--- config.mk ---
export PLATFORM = sky130hd
export DESIGN_NAME = seletor_palavras
export DESIGN_NICKNAME = d
export VERILOG_FILES = /design/src/rtl/seletor_palavras_pkg.sv /design/src/rtl/seletor_palavras_arbitro.sv /design/src/rtl/seletor_palavras.sv
export SDC_FILE = /design/constraint.sdc
export NUM_CORES = 1
export LEC_CHECK = 0
export CAP_MARGIN = 30
export CORE_MARGIN = 5
export CORE_UTILIZATION = 35
export CTS_CLUSTER_SIZE = 30
export DETAILED_ROUTE_END_ITERATION = 10
export PLACE_DENSITY = 0.69
export SLEW_MARGIN = 20
export SYNTH_ARGS = -nofsm -noshare
export SYNTH_HDL_FRONTEND = slang
export SYNTH_SLANG_ARGS = --single-unit
--- constraint.sdc ---
create_clock -name clk -period 1.6 [get_ports clk]
set_input_delay 0.32 -clock clk [delete_from_list [all_inputs] [get_ports clk]]
set_output_delay 0.32 -clock clk [all_outputs]
set_load 0.005 [all_outputs]
--- src/rtl/seletor_palavras_pkg.sv ---
// Shared types for the note-word scheduler: note codes, tipo codes,
// sequencer state encoding and the default word length.
package seletor_palavras_pkg;

  localparam int NNOTAS = 5;

  localparam logic [3:0] NOTA_X1    = 4'b0000;
  localparam logic [3:0] NOTA_DO    = 4'b0001;
  localparam logic [3:0] NOTA_RE    = 4'b0010;
  localparam logic [3:0] NOTA_MI    = 4'b0011;
  localparam logic [3:0] NOTA_FA    = 4'b0100;
  localparam logic [3:0] NOTA_SOL   = 4'b0101;
  localparam logic [3:0] NOTA_LA    = 4'b0110;
  localparam logic [3:0] NOTA_SI    = 4'b0111;
  localparam logic [3:0] NOTA_DO2   = 4'b1000;
  localparam logic [3:0] NOTA_RE2   = 4'b1001;
  localparam logic [3:0] NOTA_MI2   = 4'b1010;
  localparam logic [3:0] NOTA_FA2   = 4'b1011;
  localparam logic [3:0] NOTA_SOL_M = 4'b1100;
  localparam logic [3:0] NOTA_FA_M  = 4'b1101;
  localparam logic [3:0] NOTA_LA_M  = 4'b1110;
  localparam logic [3:0] NOTA_SI_M  = 4'b1111;

  typedef enum logic [1:0] {
    TIPO_NULO = 2'b00,
    TIPO_ADJ  = 2'b01,
    TIPO_COMP = 2'b10,
    TIPO_ADV  = 2'b11
  } tipo_e;

  typedef enum logic [2:0] {
    ST_IDLE   = 3'd0,
    ST_CLEAR  = 3'd1,
    ST_SETUP  = 3'd2,
    ST_STROBE = 3'd3,
    ST_CHECK  = 3'd4,
    ST_DONE   = 3'd5
  } estado_e;

  function automatic logic [7:0] sat_inc(input logic [7:0] v);
    return (v == 8'hFF) ? v : v + 8'd1;
  endfunction

endpackage

--- src/rtl/seletor_palavras_arbitro.sv ---
// Two-way round-robin arbiter: grants only while enabled and moves
// priority to the other requester when the served grant completes.
module arbitro_rr2 (
  input  logic       clk,
  input  logic       reset,
  input  logic       req0,
  input  logic       req1,
  input  logic       en,
  input  logic       adv,
  output logic [1:0] gnt
);

  logic ptr_q, ptr_d;
  logic last_q, last_d;

  always_comb begin
    gnt = 2'b00;
    if (en) begin
      if (req0 && req1)
        gnt = ptr_q ? 2'b10 : 2'b01;
      else
        gnt = {req1, req0};
    end
  end

  always_comb begin
    last_d = last_q;
    ptr_d  = ptr_q;
    if (en && (|gnt))
      last_d = gnt[1];
    // favour the requester that was not just served
    if (adv)
      ptr_d = ~last_q;
  end

  always_ff @(posedge clk) begin
    if (reset) begin
      ptr_q  <= 1'b0;
      last_q <= 1'b0;
    end else begin
      ptr_q  <= ptr_d;
      last_q <= last_d;
    end
  end

endmodule

--- src/rtl/seletor_palavras.sv ---
// Round-robin scheduler feeding words of notes to the classifier FSM.
// Define SELETOR_ESTAT_EN to add saturating per-tipo result counters.
module seletor_palavras #(
  parameter int NNOTAS = seletor_palavras_pkg::NNOTAS
) (
  input  logic                clk,
  input  logic                reset,
  input  logic                req0,
  input  logic                req1,
  input  logic [4*NNOTAS-1:0] palavra0,
  input  logic [4*NNOTAS-1:0] palavra1,
  output logic                gnt0,
  output logic                gnt1,
  output logic                done0,
  output logic                done1,
  output logic [1:0]          res_tipo,
  output logic                res_erro,
  output logic [2:0]          res_nnotas,
  output logic                cls_reset,
  output logic                cls_ok,
  output logic [3:0]          cls_nota,
  input  logic                cls_fim,
  input  logic [1:0]          cls_tipo
`ifdef SELETOR_ESTAT_EN
  ,
  output logic [7:0]          cnt_adj,
  output logic [7:0]          cnt_comp,
  output logic [7:0]          cnt_adv,
  output logic [7:0]          cnt_erro
`endif
);

  import seletor_palavras_pkg::*;

  localparam int WW = 4 * NNOTAS;
  localparam logic [2:0] IDX_LAST = 3'(NNOTAS - 1);

  estado_e st_q, st_d;
  logic [WW-1:0] word_q, word_d;
  logic [2:0] idx_q, idx_d;
  logic gnt0_q, gnt0_d;
  logic gnt1_q, gnt1_d;
  logic done0_q, done0_d;
  logic done1_q, done1_d;
  logic [1:0] res_tipo_q, res_tipo_d;
  logic res_erro_q, res_erro_d;
  logic [2:0] res_nnotas_q, res_nnotas_d;
  logic cls_reset_q, cls_reset_d;
  logic cls_ok_q, cls_ok_d;
  logic [3:0] cls_nota_q, cls_nota_d;
  logic fin_d;

  logic [1:0] arb_gnt;
  logic arb_en;
  logic arb_adv;

  assign arb_en  = (st_q == ST_IDLE);
  assign arb_adv = (st_q == ST_DONE);

  arbitro_rr2 u_arb (
    .clk   (clk),
    .reset (reset),
    .req0  (req0),
    .req1  (req1),
    .en    (arb_en),
    .adv   (arb_adv),
    .gnt   (arb_gnt)
  );

  always_comb begin
    st_d         = st_q;
    word_d       = word_q;
    idx_d        = idx_q;
    gnt0_d       = gnt0_q;
    gnt1_d       = gnt1_q;
    done0_d      = 1'b0;
    done1_d      = 1'b0;
    res_tipo_d   = res_tipo_q;
    res_erro_d   = res_erro_q;
    res_nnotas_d = res_nnotas_q;
    cls_reset_d  = 1'b0;
    cls_ok_d     = 1'b0;
    cls_nota_d   = cls_nota_q;
    fin_d        = 1'b0;
    unique case (st_q)
      ST_IDLE: begin
        if (|arb_gnt) begin
          st_d        = ST_CLEAR;
          cls_reset_d = 1'b1;
          word_d      = arb_gnt[0] ? palavra0 : palavra1;
          gnt0_d      = arb_gnt[0];
          gnt1_d      = arb_gnt[1];
          idx_d       = 3'd0;
        end
      end
      ST_CLEAR: begin
        st_d       = ST_SETUP;
        cls_nota_d = word_q[3:0];
      end
      ST_SETUP: begin
        st_d     = ST_STROBE;
        cls_ok_d = 1'b1;
      end
      ST_STROBE: begin
        st_d = ST_CHECK;
      end
      ST_CHECK: begin
        if (cls_fim) begin
          res_tipo_d   = cls_tipo;
          res_nnotas_d = idx_q + 3'd1;
          fin_d        = 1'b1;
        end else if (idx_q == IDX_LAST) begin
          // word exhausted without fim: report nulo
          res_tipo_d   = TIPO_NULO;
          res_nnotas_d = idx_q + 3'd1;
          fin_d        = 1'b1;
        end else begin
          idx_d      = idx_q + 3'd1;
          st_d       = ST_SETUP;
          cls_nota_d = word_q[4*(int'(idx_q)+1) +: 4];
        end
        if (fin_d) begin
          st_d       = ST_DONE;
          done0_d    = gnt0_q;
          done1_d    = gnt1_q;
          res_erro_d = (res_tipo_d == TIPO_NULO);
        end
      end
      ST_DONE: begin
        st_d   = ST_IDLE;
        gnt0_d = 1'b0;
        gnt1_d = 1'b0;
      end
      default: st_d = ST_IDLE;
    endcase
  end

  always_ff @(posedge clk) begin
    if (reset) begin
      st_q         <= ST_IDLE;
      word_q       <= '0;
      idx_q        <= 3'd0;
      gnt0_q       <= 1'b0;
      gnt1_q       <= 1'b0;
      done0_q      <= 1'b0;
      done1_q      <= 1'b0;
      res_tipo_q   <= 2'b00;
      res_erro_q   <= 1'b0;
      res_nnotas_q <= 3'd0;
      cls_reset_q  <= 1'b1;
      cls_ok_q     <= 1'b0;
      cls_nota_q   <= 4'd0;
    end else begin
      st_q         <= st_d;
      word_q       <= word_d;
      idx_q        <= idx_d;
      gnt0_q       <= gnt0_d;
      gnt1_q       <= gnt1_d;
      done0_q      <= done0_d;
      done1_q      <= done1_d;
      res_tipo_q   <= res_tipo_d;
      res_erro_q   <= res_erro_d;
      res_nnotas_q <= res_nnotas_d;
      cls_reset_q  <= cls_reset_d;
      cls_ok_q     <= cls_ok_d;
      cls_nota_q   <= cls_nota_d;
    end
  end

  assign gnt0       = gnt0_q;
  assign gnt1       = gnt1_q;
  assign done0      = done0_q;
  assign done1      = done1_q;
  assign res_tipo   = res_tipo_q;
  assign res_erro   = res_erro_q;
  assign res_nnotas = res_nnotas_q;
  assign cls_reset  = cls_reset_q;
  assign cls_ok     = cls_ok_q;
  assign cls_nota   = cls_nota_q;

`ifdef SELETOR_ESTAT_EN
  logic [7:0] cnt_adj_q, cnt_adj_d;
  logic [7:0] cnt_comp_q, cnt_comp_d;
  logic [7:0] cnt_adv_q, cnt_adv_d;
  logic [7:0] cnt_erro_q, cnt_erro_d;

  always_comb begin
    cnt_adj_d  = cnt_adj_q;
    cnt_comp_d = cnt_comp_q;
    cnt_adv_d  = cnt_adv_q;
    cnt_erro_d = cnt_erro_q;
    if (fin_d) begin
      unique case (res_tipo_d)
        TIPO_ADJ:  cnt_adj_d  = sat_inc(cnt_adj_q);
        TIPO_COMP: cnt_comp_d = sat_inc(cnt_comp_q);
        TIPO_ADV:  cnt_adv_d  = sat_inc(cnt_adv_q);
        default:   cnt_erro_d = sat_inc(cnt_erro_q);
      endcase
    end
  end

  always_ff @(posedge clk) begin
    if (reset) begin
      cnt_adj_q  <= 8'd0;
      cnt_comp_q <= 8'd0;
      cnt_adv_q  <= 8'd0;
      cnt_erro_q <= 8'd0;
    end else begin
      cnt_adj_q  <= cnt_adj_d;
      cnt_comp_q <= cnt_comp_d;
      cnt_adv_q  <= cnt_adv_d;
      cnt_erro_q <= cnt_erro_d;
    end
  end

  assign cnt_adj  = cnt_adj_q;
  assign cnt_comp = cnt_comp_q;
  assign cnt_adv  = cnt_adv_q;
  assign cnt_erro = cnt_erro_q;
`endif

endmodule

Word-level counts from Yosys, hierarchy flattened

Cells that the tools add are included.

Memory bits (writable): 0
Register bits after elaboration: 44
Output and inout bits: 16
Memories: 0
Word-level logic and storage cells: 80
Bits in read-only memories: 0
Bits in latches: 0

Shift-type cells: 1
Reductions and logical operators: 17
Equality and inequality tests: 11
Muxes and demuxes: 31
Multipliers: 0
$lt $le $gt $ge: 0
Bitwise operators: 3
Div/mod/pow operators: 0
Add/sub/neg operators: 2

Operators with widths:

| cell                                                                   | count |
|---|---|
| 3-bit 2-to-1 mux                                                       | 9 |
| 20-bit 2-to-1 mux                                                      | 1 |
| 20-bit by 7-bit variable part select with 4-bit output                 | 1 |
| 3-bit case mux with 5 select lines                                     | 1 |
| 2-bit 2-to-1 mux                                                       | 6 |
| 3-bit equality test (second input constant)                            | 3 |
| 1-bit 2-to-1 mux                                                       | 8 |
| 4-bit 2-to-1 mux                                                       | 2 |
| 4-bit case mux with 2 select lines                                     | 1 |
| 2-bit AND reduction                                                    | 4 |
| 2-bit nonzero test                                                     | 4 |
| 3-bit by 2-bit equality test with 1-bit output (second input constant) | 2 |
| 2-bit inequality test (second input constant)                          | 3 |
| 3-bit inequality test (second input constant)                          | 2 |
| 3-bit case mux with 2 select lines                                     | 1 |
| 3-bit AND reduction                                                    | 2 |
| 3-bit by 1-bit adder with 4-bit output (second input constant)         | 1 |
| 1-bit case mux with 2 select lines                                     | 2 |
| 4-bit AND reduction                                                    | 1 |
| 3-bit by 1-bit adder with 3-bit output (second input constant)         | 1 |
| 3-bit by 1-bit equality test with 1-bit output (second input constant) | 1 |
| 3-bit zero test                                                        | 1 |
| 1-bit NOT                                                              | 3 |
| 3-bit OR reduction                                                     | 1 |
| other kinds (3)                                                        | 4 |

Depth between registers and ports, before layout

Depth after elaboration: 6
Depth in mapped cells: 7
Gate-level depth less buffers: 6

Cells and area by module

Synthesis repeated with hierarchy kept, for this count alone.

Cell total of the unflattened synthesis: 223
Area, all modules: 2,269.7 um2

By module, submodules not included:

| module           | times used | cells an instance | sequential area each (um2) | area each (um2) |
|---|---|---|---|---|
| seletor_palavras | 1          | 211               | 840.8                      | 2,172.1 |
| arbitro_rr2      | 1          | 12                | 40.0                       | 97.6 |

Worst setup path before layout

OpenSTA, ideal clock, no wires.

Path kind: flip-flop to flip-flop
From: reg idx_q[0]
To: reg idx_q[0]
Library setup time: 0.115 ns
Slack: -0.134 ns
Clock period less this slack: 1.734 ns
Data arrival time: 1.619 ns
Data required time: 1.485 ns
Cell stages (with the launch flop): 8
Cells stage by stage: dfxtp_1 > clkbuf_1 > inv_1 > ha_1 > a21oi_1 > nand2_1 > and3_1 > o21ba_1

Cells in the longest elaborated chain, start to end: 4
Elaborated cells between the ends (all ways): 7
Classes of those cells: add/sub: 1; eq/ne: 2; mux: 3; reduce/logical: 1

RTL lines:

| element                                | line                    | RTL |
|---|---|---|
| from (decl)                            | seletor_palavras.sv:40  | `logic [2:0] idx_q, idx_d;` |
| from (signal assigned)                 | seletor_palavras.sv:156 | `idx_q <= idx_d;` |
| 3-bit by 1-bit adder with 3-bit output | seletor_palavras.sv:118 | `idx_d = idx_q + 3'd1;` |
| 3-bit 2-to-1 mux                       | seletor_palavras.sv:112 | `end else if (idx_q == IDX_LAST) begin` |
| 3-bit 2-to-1 mux                       | seletor_palavras.sv:108 | `if (cls_fim) begin` |
| 3-bit case mux with 2 select lines     | seletor_palavras.sv:85  | `unique case (st_q)` |

Several ways; a longest one is shown, not always the timed one. The select of a mux whose other input is x is not followed.
A chain may end at the register's enable or synchronous reset.

Final worst setup path

From: reg st_q[0]
To: reg word_q[13]

Cells in the longest elaborated chain, start to end: 4
Elaborated cells between the ends (all ways): 5
Classes of those cells: mux: 2; reduce/logical: 3

RTL lines:

| element                              | line                                           | RTL |
|---|---|---|
| from (decl)                          | seletor_palavras.sv:38                         | `estado_e st_q, st_d;` |
| from (signal assigned)               | seletor_palavras.sv:154                        | `st_q <= st_d;` |
| 3-bit zero test (*)                  | seletor_palavras.sv:57, seletor_palavras.sv:85 |  |
| 2-bit 2-to-1 mux                     | seletor_palavras_arbitro.sv:18                 | `if (en) begin` |
| 2-bit OR reduction                   | seletor_palavras.sv:87                         | `if (\|arb_gnt) begin` |
| 2-bit AND reduction (no source line) | n/a                                            |  |
| to (signal assigned)                 | seletor_palavras.sv:155                        | `word_q <= word_d;` |
| to (decl)                            | seletor_palavras.sv:39                         | `logic [WW-1:0] word_q, word_d;` |

Every way passes the cells marked *; elsewhere a longest branch is shown, timed or not.

==> results.tsv <==
stage	metric	value	unit
worst_setup_path	required	1810	ps
worst_setup_path	cp_num_buf_inv	2	
sta	worst_pin_slew	274	ps
sta	final.setup.tns	0	ps
worst_setup_path	cp_slowest_stage_delay	340	ps
worst_hold_path	hold_class	flop to flop	
global_route	grt_pass1_vias	1702	
die	design.core.area	5540	um2
drt	dr.first_iter.drc_count	59	
placed_design	pre_cts_slack	-174	ps
global_route	grt_usage	0.131	
worst_setup_path	start_kind	flop	
clock_tree	cts_tree	yes	
die	core.rowCount	27	
worst_setup_path	crit_family	buffers and inverters	
placed_design	dpl-instance-area	2820	um2
clock_tree	clock_tree.buffer_depth	2	
synth	synth-main-ff-cell	dfxtp_1	
global_route	grt_overflow_total	0	
worst_setup_path	path_max_fanout	20	
synth	syn_inst	210	
drt	drc	0	
sta	fin_crit_sh	0.926	
drt	wl	4.62	mm
outcome	status	finished clean	
synth	syn_area_per_cell	9.52	um2
clock_tree	cts_num_sinks	44	
synth	synth_edf_count	0	
drt	vias_per_cell	4.94	
worst_setup_path	worstSetupPathType	flop to flop	
sta	layout_setup_ws	118	ps
worst_setup_path	r2r_slack	120	ps
synth	syn_nets	259	
worst_setup_path	endpoint	word_q[13]	
sta	fmax	0.675	GHz
clock_tree	cts_hold_buf	0	
worst_setup_path	r2r_end	word_q[13]	
clock_tree	post_cts_buffers	0	
die	die-area	7320	um2
pwr	ir_worst_vdd	0.000590	V
die	initial_utilization	0.361	
clock_tree	cts_root_buf	clkbuf_8	
pwr	p_switching	1.20	mW
worst_setup_path	reg2regPathDepth	6	
placed_design	portBuffers	62	
pwr	p_seq_frac	0.379	
sta	finalHoldWorstSlack	445	ps
sta	final_hold_viol_count	0	
drt	routedWlPerCell	13.0	um
worst_hold_path	holdPathStages	1	
pwr	pwr-share-clk	0.233	
global_route	antenna_found_initial	0	
global_route	grt_max_degree	45	
clock_tree	htreeDepth	2	
pwr	p_leak	1.17	nW
pwr	power.internal	2.72	mW
layout	final_nets	332	
drt	drt_first_pass_iters	4	
placed_design	dpl.hpwl	3.37	mm
pwr	comb_power_share	0.387	
drt	via_count	1757	
worst_setup_path	crit_cells	6	
pwr	p_sw_frac	0.306	
worst_setup_path	cp.arrival	1700	ps
layout	area_growth	48.8	%
sta	finalClockSkew	2.50	ps
synth	ys_async_sr_fraction	0	
synth	yosysUniqueCellTypes	35	
flow_run	max-cap-violations	0	
die	fp.dieH	85.6	um
worst_setup_path	crit_start	st_q[0]	
worst_setup_path	slowest_stage	dfxtp_1	
worst_setup_path	rr_startpoint	st_q[0]	
worst_setup_path	end_kind	flop	
die	die_w	85.6	um
layout	num-fill-cells	547	
placed_design	gp_congestion	0.741	
die	ios	63	
synth	syn-cell-area	2000	um2
synth	ys_ff_latch	44	
pwr	powerDensity	1320	nW/um2
layout	diodes	0	
synth	ys_warn_count	0	
sta	slew_viol_final	0	
worst_setup_path	worstPathCellList	nor3_1 > buf_4 > nand3_1 > buf_12 > mux2i_1 > a211oi_1	
drt	ant_nets	0	
sta	setup_viol	0	
clock_tree	worstSkewPairLatency	300	ps
pwr	finalPower	3.92	mW
clock_tree	numCtsBuffers	5	
layout	final_cell_area	2980	um2
sta	fin_crit	1480	ps
clock_tree	clk_pin_slew	80	ps
sta	timing.slew.headroom	0.817	
synth	yosysSeqAreaShare	0.441	
global_route	grt_pass1_wl	7.70	mm
layout	final_layout_size_suffix_gt1_frac	0.148	
-- worst min-delay path by stage --
stage	from	end	slack, ps
after CTS	u_arb.last_q	u_arb.ptr_q	450
after global routing	u_arb.last_q	u_arb.ptr_q	490
after global placement	u_arb.last_q	u_arb.ptr_q	420
after detailed placement	u_arb.last_q	u_arb.ptr_q	430
after floorplan	u_arb.last_q	u_arb.ptr_q	410
final	u_arb.last_q	u_arb.ptr_q	450
-- synth_stat cells (all sizes together) (2+ instances only) --
cell    number  share of area
dfxtp       44           0.44
nor2        37          0.069
a211oi      27           0.10
mux2i       20           0.10
a21oi       10          0.025
buf          9          0.025
clkbuf       8          0.015
nand2        7          0.013
nand3        5          0.013
a22oi        4          0.015
mux4         4          0.045
nand2b       4          0.013
nor3b        4          0.018
nor3         3         0.0075
o21ai        3         0.0075
a32oi        2         0.0088
and2         2         0.0063
ha           2          0.013
inv          2         0.0038
nand3b       2         0.0075
-- power by group through the flow --
stage | Sequential, mW | Combinational, mW | Clock, mW
6_report | 1.49 | 1.52 | 0.915
5_1_grt | 1.52 | 1.68 | 0.969
4_1_cts | 1.49 | 1.50 | 0.930
3_5_place_dp | 1.51 | 1.50 | 0
3_3_place_gp | 1.50 | 1.46 | 0
2_1_floorplan | 1.48 | 0.929 | 0
-- layer usage --
layer,part of all wire,up-vias,global-route usage
met5,0,-,0
met4,0.016,0,0.0475
met3,0.050,7,0.0394
met2,0.50,34,0.222
met1,0.43,805,0.155
li1,-,911,-
-- area by class of cell --
class,instances,area [um2],share of cell area
tap,72,90.1,0.0303
clock buffer,7,96.3,0.0324
clock inverter,1,30.0,0.0101
timing repair buffer,82,808,0.272
multi-input combinational,148,1060,0.357
inverter,2,7.51,0.00252
sequential,44,882,0.296
-- worst reg2reg max path, cell delays in order (launching register included) --
cell      delay, ps
dfxtp_1         340
nor3_1          190
buf_4           150
nand3_1         140
buf_12          210
mux2i_1         140
a211oi_1        230
-- metrics by stage --
step / std cells / util
after floorplan: 210 / -
after global placement: 347 / 0.509
after detailed placement: 347 / 0.509
after CTS: 355 / 0.531
after global routing: 356 / 0.537
final: 356 / 0.537
-- repair_timing --
action,4_1_cts,5_1_grt
endpoints found under the hold margin,0,0
setup endpoints to repair,0,11
resized for setup,0,6
-- placed cells by master, fill, tap and decap left out, types with 2 or more instances in the layout --
master / instances
nor3b_1: 3
clkbuf_8: 7
and2_1: 2
ha_1: 2
o21ai_0: 3
mux2i_1: 20
dfxtp_1: 43
buf_4: 17
nand3b_1: 2
a22oi_1: 4
buf_12: 3
nor3_1: 3
a211oi_1: 24
a211oi_2: 3
a32oi_1: 2
inv_1: 2
clkdlybuf4s50_1: 62
nor2_1: 36
mux4_2: 4
nand3_1: 5
nand2_1: 6
nand2b_1: 4
a21oi_1: 10
-- cell families after synthesis --
kind of cell               Yosys count  share of synthesized area
xor gates and xnor gates             1                    0.00438
adders and majority gates            2                     0.0125
and+or+nand+nor                     69                      0.166
AOI/OAI and AO/OA                   51                      0.188
buffers and inverters               19                     0.0438
muxes                               24                      0.145
DFF                                 44                      0.441
-- state kept, by name, summed over array words and instances (netlist names) --
| register | cells |
|---|---|
| res_nnotas | 3 |
| cls_ok | 1 |
| cls_reset | 1 |
| gnt1 | 1 |
| cls_nota | 4 |
| done0 | 1 |
| word_q | 20 |
| gnt0 | 1 |
| res_tipo | 2 |
| res_erro | 1 |
| u_arb.ptr_q | 1 |
| u_arb.last_q | 1 |
| done1 | 1 |
| st_q | 3 |
| idx_q | 3 |
Note: power is estimated with default switching activity, not from simulation.
